**src/rtl/mips16_pkg.sv**
```systemverilog
// Shared definitions for the 16-bit MIPS pipeline.
// Covers the address and instruction widths, the opcode field, the fetch FSM states and the bubble encoding.
package mips16_pkg;

   localparam int ADDR_W = 8;
   localparam int INST_W = 16;

   localparam logic [ADDR_W-1:0] RESET_PC = 8'h00;

   // Opcode field is inst[15:12]
   localparam int OP_MSB = 15;
   localparam int OP_LSB = 12;
   localparam logic [3:0] HALT_OP = 4'hF;

   localparam logic [INST_W-1:0] NOP_INST = 16'h0000;

   typedef enum logic [1:0] {
      WARM   = 2'd0,
      RUN    = 2'd1,
      HALTED = 2'd2
   } fetch_state_e;

   function automatic logic is_halt_op(input logic [INST_W-1:0] inst);
      return inst[OP_MSB:OP_LSB] == HALT_OP;
   endfunction

endpackage

```
**src/rtl/fetch_next_pc.sv**
```systemverilog
// Next-PC selection for the fetch stage.
// Priority is redirect target, then hold, then pc+1; the increment wraps at ADDR_W bits.
module fetch_next_pc
   import mips16_pkg::*;
(
   input  logic [ADDR_W-1:0] pc,
   input  logic              redirect,
   input  logic [ADDR_W-1:0] redirect_pc,
   input  logic              hold,
   output logic [ADDR_W-1:0] pc_inc,
   output logic [ADDR_W-1:0] next_pc
);

   assign pc_inc = pc + 1'b1;

   always_comb begin
      next_pc = pc_inc;
      if (redirect)
         next_pc = redirect_pc;
      else if (hold)
         next_pc = pc;
   end

endmodule

```
**src/rtl/fetch_stage.sv**
```systemverilog
// IF stage: owns the PC, fetches from combinational instruction memory, and fills the IF/ID register.
// Define FETCH_PERF_EN to add the perf_fetched / perf_bubbles saturating event counters.
module fetch_stage
   import mips16_pkg::*;
(
   input  logic              clk,
   input  logic              reset,
   output logic [ADDR_W-1:0] imem_addr,
   input  logic [INST_W-1:0] imem_inst,
   input  logic              stall,
   input  logic              redirect,
   input  logic [ADDR_W-1:0] redirect_pc,
   output logic [INST_W-1:0] if_id_inst,
   output logic [ADDR_W-1:0] if_id_pc1,
   output logic              if_id_valid,
   output logic              halted,
   output fetch_state_e      state
`ifdef FETCH_PERF_EN
   ,
   output logic [15:0]       perf_fetched,
   output logic [15:0]       perf_bubbles
`endif
);

   logic [ADDR_W-1:0] pc;
   logic [ADDR_W-1:0] pc_inc;
   logic [ADDR_W-1:0] next_pc;
   logic              redirect_eff;
   logic              is_halt;
   logic              fetch_evt;
   logic              bubble_evt;
   logic              pc_hold;

   // Stall freezes pc and IF/ID unless a redirect is present; redirect always wins
   // (except in WARM, where memory is still loading and nothing is fetched).
   assign redirect_eff = redirect && (state != WARM);
   assign is_halt      = is_halt_op(imem_inst);
   assign fetch_evt    = (state == RUN) && !redirect && !stall;
   assign bubble_evt   = (state == WARM) || redirect_eff || ((state == HALTED) && !stall);
   assign pc_hold      = stall || (state != RUN) || is_halt;
   assign imem_addr    = pc;

   fetch_next_pc u_next_pc (
      .pc          (pc),
      .redirect    (redirect_eff),
      .redirect_pc (redirect_pc),
      .hold        (pc_hold),
      .pc_inc      (pc_inc),
      .next_pc     (next_pc)
   );

   always_ff @(posedge clk or negedge reset) begin
      if (!reset) begin
         pc          <= RESET_PC;
         if_id_inst  <= NOP_INST;
         if_id_pc1   <= '0;
         if_id_valid <= 1'b0;
         halted      <= 1'b0;
         state       <= WARM;
      end else begin
         pc <= next_pc;
         if (bubble_evt) begin
            if_id_inst  <= NOP_INST;
            if_id_pc1   <= '0;
            if_id_valid <= 1'b0;
         end else if (fetch_evt) begin
            if_id_inst  <= imem_inst;
            if_id_pc1   <= pc_inc;
            if_id_valid <= 1'b1;
         end
         case (state)
            WARM: state <= RUN;
            RUN: begin
               if (fetch_evt && is_halt) begin
                  state  <= HALTED;
                  halted <= 1'b1;
               end
            end
            HALTED: begin
               if (redirect) begin
                  state  <= RUN;
                  halted <= 1'b0;
               end
            end
            default: state <= WARM;
         endcase
      end
   end

`ifdef FETCH_PERF_EN
   always_ff @(posedge clk or negedge reset) begin
      if (!reset) begin
         perf_fetched <= '0;
         perf_bubbles <= '0;
      end else begin
         if (fetch_evt && perf_fetched != 16'hFFFF)
            perf_fetched <= perf_fetched + 16'd1;
         if (bubble_evt && perf_bubbles != 16'hFFFF)
            perf_bubbles <= perf_bubbles + 16'd1;
      end
   end
`endif

endmodule
```
**config.mk**
```make
export PLATFORM = sky130hd
export DESIGN_NAME = fetch_stage
export DESIGN_NICKNAME = d
export VERILOG_FILES = /design/src/rtl/mips16_pkg.sv /design/src/rtl/fetch_next_pc.sv /design/src/rtl/fetch_stage.sv
export SDC_FILE = /design/constraint.sdc
export NUM_CORES = 1
export LEC_CHECK = 0
export CORE_ASPECT_RATIO = 1.2
export CORE_MARGIN = 2
export CORE_UTILIZATION = 35
export CTS_CLUSTER_DIAMETER = 60
export CTS_CLUSTER_SIZE = 40
export DETAILED_ROUTE_END_ITERATION = 10
export GPL_TIMING_DRIVEN = 0
export PLACE_DENSITY = 0.69
export SYNTH_ARGS = -nofsm -noshare
export SYNTH_HDL_FRONTEND = slang
export SYNTH_SLANG_ARGS = --single-unit
```
**constraint.sdc**
```tcl
create_clock -name clk -period 1.6 [get_ports clk]
set_input_delay 0.16 -clock clk [delete_from_list [all_inputs] [get_ports clk]]
set_output_delay 0.16 -clock clk [all_outputs]
set_load 0.05 [all_outputs]
```
==> flow_metrics.env <==
export IMPL_area_growth_pct=51.9
export IMPL_grt_pass1_wl_um=6580
export IMPL_place_ws_ns=-0.140
export IMPL_synth_mux_area_share_pct=0.600
export IMPL_rsz0062_at_grt="no"
export IMPL_antenna_found_initial=0
export IMPL_skew_ns=0.00675
export IMPL_worst_setup_path_type="flip-flop to flip-flop"
export IMPL_cts_root_buf="clkbuf_8"
export IMPL_setup_tns_final_ns=0
export IMPL_drt_initial_drc_count=117
export IMPL_fmax_ghz=0.652
export IMPL_diodes=0
export IMPL_die_area_mm2=0.00534
export IMPL_crit_path_cell_trace="or3b_1 > buf_6 > buf_8 > a32o_1"
export IMPL_first_pass_iters=4
export IMPL_async_flop_share_pct=100
export IMPL_p_total_mw=2.57
export IMPL_critPathArrivalTime_ns=1.71
export IMPL_yosys_warnings=0
export IMPL_numPortBuffers=63
export IMPL_clock_latency_ns=0.28
export IMPL_tritoncts="done"
export IMPL_synth_area_leaders="dfrtp_1, nand2_1, a21oi_1, xor2_1, a32o_1"
export IMPL_numCtsBuffers=5
export IMPL_synth_nets=194
export IMPL_crit_path_end_kind="flip-flop"
export IMPL_dp_hpwl_um=2820
export IMPL_gp_congestion=0.741
export IMPL_grt_most_used_layer="met2"
export IMPL_timing_critical_path_fanout_max=19
export IMPL_multi_input_area_um2=716
export IMPL_layout_commonest_cell="nand2_1"
export IMPL_hold_depth=3
export IMPL_cp_top_family="flip-flops"
export IMPL_synth_largest_area_cell="dfrtp_1"
export IMPL_cts_buffer_depth=2
export IMPL_swShare_pct=34.5
export IMPL_whs_ns=0.426
export IMPL_rows=27
export IMPL_cap_violations=0
export IMPL_irDropWorstVdd_mv=0.583
export IMPL_syn_area_mm2=0.00167
export IMPL_vias=1423
export IMPL_holdCritPathClass="input pin to flip-flop"
export IMPL_synth_top_cell_area_share_pct=54.0
export IMPL_synth_enable_flop_cells=0
export IMPL_p_clk_share_pct=27.1
export IMPL_synthCells=165
export IMPL_grt_max_degree=37
export IMPL_postRouteWirelength_um=3920
export IMPL_met1_usage_pct=19.7
export IMPL_setup_ws_ns=0.0652
export IMPL_detail_route_antenna_nets=0
export IMPL_use_met2_pct=27.7
export IMPL_regToRegSetupSlack_ns=0.07
export IMPL_grt_util_met3_pct=3.95
export IMPL_nets=267
export IMPL_critPathLaunch="state[1]$_DFFE_PN0P_"
export IMPL_drc=0
export IMPL_synth_ff_type="dfrtp_1"
export IMPL_synth_cell_types=35
export IMPL_leakagePower_nw=1.34
export IMPL_setup_viol=0
export IMPL_wl_per_cell_um=13.2
export IMPL_track_usage_pct=16.1
export IMPL_hold_path_endpoint="if_id_inst[7]$_DFFE_PN0P_"
export IMPL_pin_count=64
export IMPL_fin_crit_ns=1.53
export IMPL_max_slew_worst_pin_slew_ns=0.787
export IMPL_r2r_start="state[1]$_DFFE_PN0P_"
export IMPL_drive_above_1_share_pct=14.6
export IMPL_slew_viol_final=0
export IMPL_hp_start="imem_inst[7]"
export IMPL_reg2regPathDepth=4
export IMPL_dp_cells=286
export IMPL_finalCritPeriodShare_pct=95.9
export IMPL_cpPeakStageDelay_ns=0.46
export IMPL_p_switching_mw=0.887
export IMPL_finalHoldViolCount=0
export IMPL_syn_area_per_cell_um2=10.1
export IMPL_grt_pass1_vias=1446
export IMPL_timing_rr_end="if_id_pc1[5]$_DFFE_PN0P_"
export IMPL_yosysSeqAreaShare_pct=54.0
export IMPL_relSlewSlack_pct=47.5
export IMPL_fillCellCount=441
export IMPL_clk_pin_slew_ns=0.07
export IMPL_start_util_pct=36.3
export IMPL_start_kind="flip-flop"
export IMPL_core_area_mm2=0.00459
export IMPL_final_cell_count_no_fill=297
export IMPL_slowest_stage="dfrtp_2"
export IMPL_synthAdderAreaFrac_pct=0.750
export IMPL_synth_simple_area_share_pct=19.0
export IMPL_synth_compound_area_share_pct=15.7
export IMPL_die_y_um=79.7
export IMPL_pwr_share_seq_pct=41.6
export IMPL_crit_required_ns=1.78
export IMPL_cellPowerDensity_mw_per_mm2=1010
export IMPL_seqCellArea_um2=910
export IMPL_p_comb_share_pct=31.3
export IMPL_synth_top_family_by_area="simple AND/OR/NAND/NOR gates"
export IMPL_synth_xor_area_share_pct=5.77
export IMPL_clkSinkCount=36
export IMPL_p_int_mw=1.68
export IMPL_die_width_um=67.0
export IMPL_overflow=0
export IMPL_layout_common_cells="nand2_1, dfrtp_1, clkdlybuf4s50_1"
export IMPL_status="finished clean"
export IMPL_worst_path_buf_inv=2
export IMPL_via_per_inst=4.79
export IMPL_synth_seq_cells=36
export IMPL_h_tree_depth=2
-- sequential cells by signal, summed over array words and instances, names as in the netlist --
register	cells
imem_addr	8
if_id_pc1	8
if_id_inst	16
halted	1
state	2
if_id_valid	1
-- logic make-up after synthesis --
family	after synthesis
adders and majority gates	1
buffers and inverters	11
and+or+nand+nor	64
xor gates and xnor gates	11
AOI/OAI and AO/OA	41
muxes	1
DFF	36
-- layout make-up --
class / instances / area share, %
plain buffers: 7 / 2.22
clock buffers: 8 / 3.95
inverters: 3 / 0.444
multi-input cells: 118 / 28.2
flip-flops and latches: 36 / 35.9
well taps: 58 / 2.86
repair buffers: 67 / 26.4
-- synthesized netlist by cell type, drive strengths merged (3+ instances only) --
| master | number |
|---|---|
| buf | 8 |
| nor2 | 12 |
| xor2 | 7 |
| xnor2 | 4 |
| nand3 | 4 |
| a32o | 5 |
| inv | 3 |
| dfrtp | 36 |
| a31o | 3 |
| and3 | 4 |
| nand2 | 34 |
| a21oi | 23 |
| o21ai | 5 |
-- metal layers --
metal / up-vias / wire length, um
li1: 713 / -
met1: 654 / 1720
met2: 52 / 1900
met3: 4 / 271
met4: 0 / 33
met5: - / 0
-- power by group through the flow --
stage	logic (mW)	clock network (mW)	registers (mW)
floorplan	0.222	0	1.38
global placement	0.827	0	1.09
detailed placement	0.831	0	1.09
CTS	0.795	0.724	1.07
global route	0.867	0.771	1.08
finish	0.806	0.696	1.07
-- worst max path at each step --
stage | end | slack [ns] | cells after the start
6_report | if_id_pc1[5]$_DFFE_PN0P_ | 0.07 | 4
5_1_grt | imem_addr[3]$_DFFE_PN0P_ | 0.009 | 5
4_1_cts | if_id_inst[9] | 0.0007 | 1
3_5_place_dp | if_id_inst[11]$_DFFE_PN0P_ | -0.14 | 6
3_3_place_gp | imem_addr[4]$_DFFE_PN0P_ | -0.58 | 1
2_1_floorplan | imem_addr[6]$_DFFE_PN0P_ | -0.04 | 5
-- worst reg2reg max path: stages (launching register included) --
cell     delay [ns]
dfrtp_2        0.46
or3b_1         0.40
buf_6          0.18
buf_8          0.15
a32o_1         0.24
-- timing repair --
item                                    CTS  global route
hold endpoints to repair                 34             0
setup buffers                             0             3
endpoints found under the setup margin   21            25
resized for setup                        21            19
cloned                                    0             0
hold buffers                              1             0
-- stage by stage --
step / cell area, um^2 / util, %
2_1_floorplan: 1680 / -
3_3_place_gp: 2380 / 51.8
3_5_place_dp: 2380 / 51.7
4_1_cts: 2460 / 53.5
5_1_grt: 2530 / 55.2
6_report: 2530 / 55.2
Note: power is estimated with default switching activity, not from simulation.
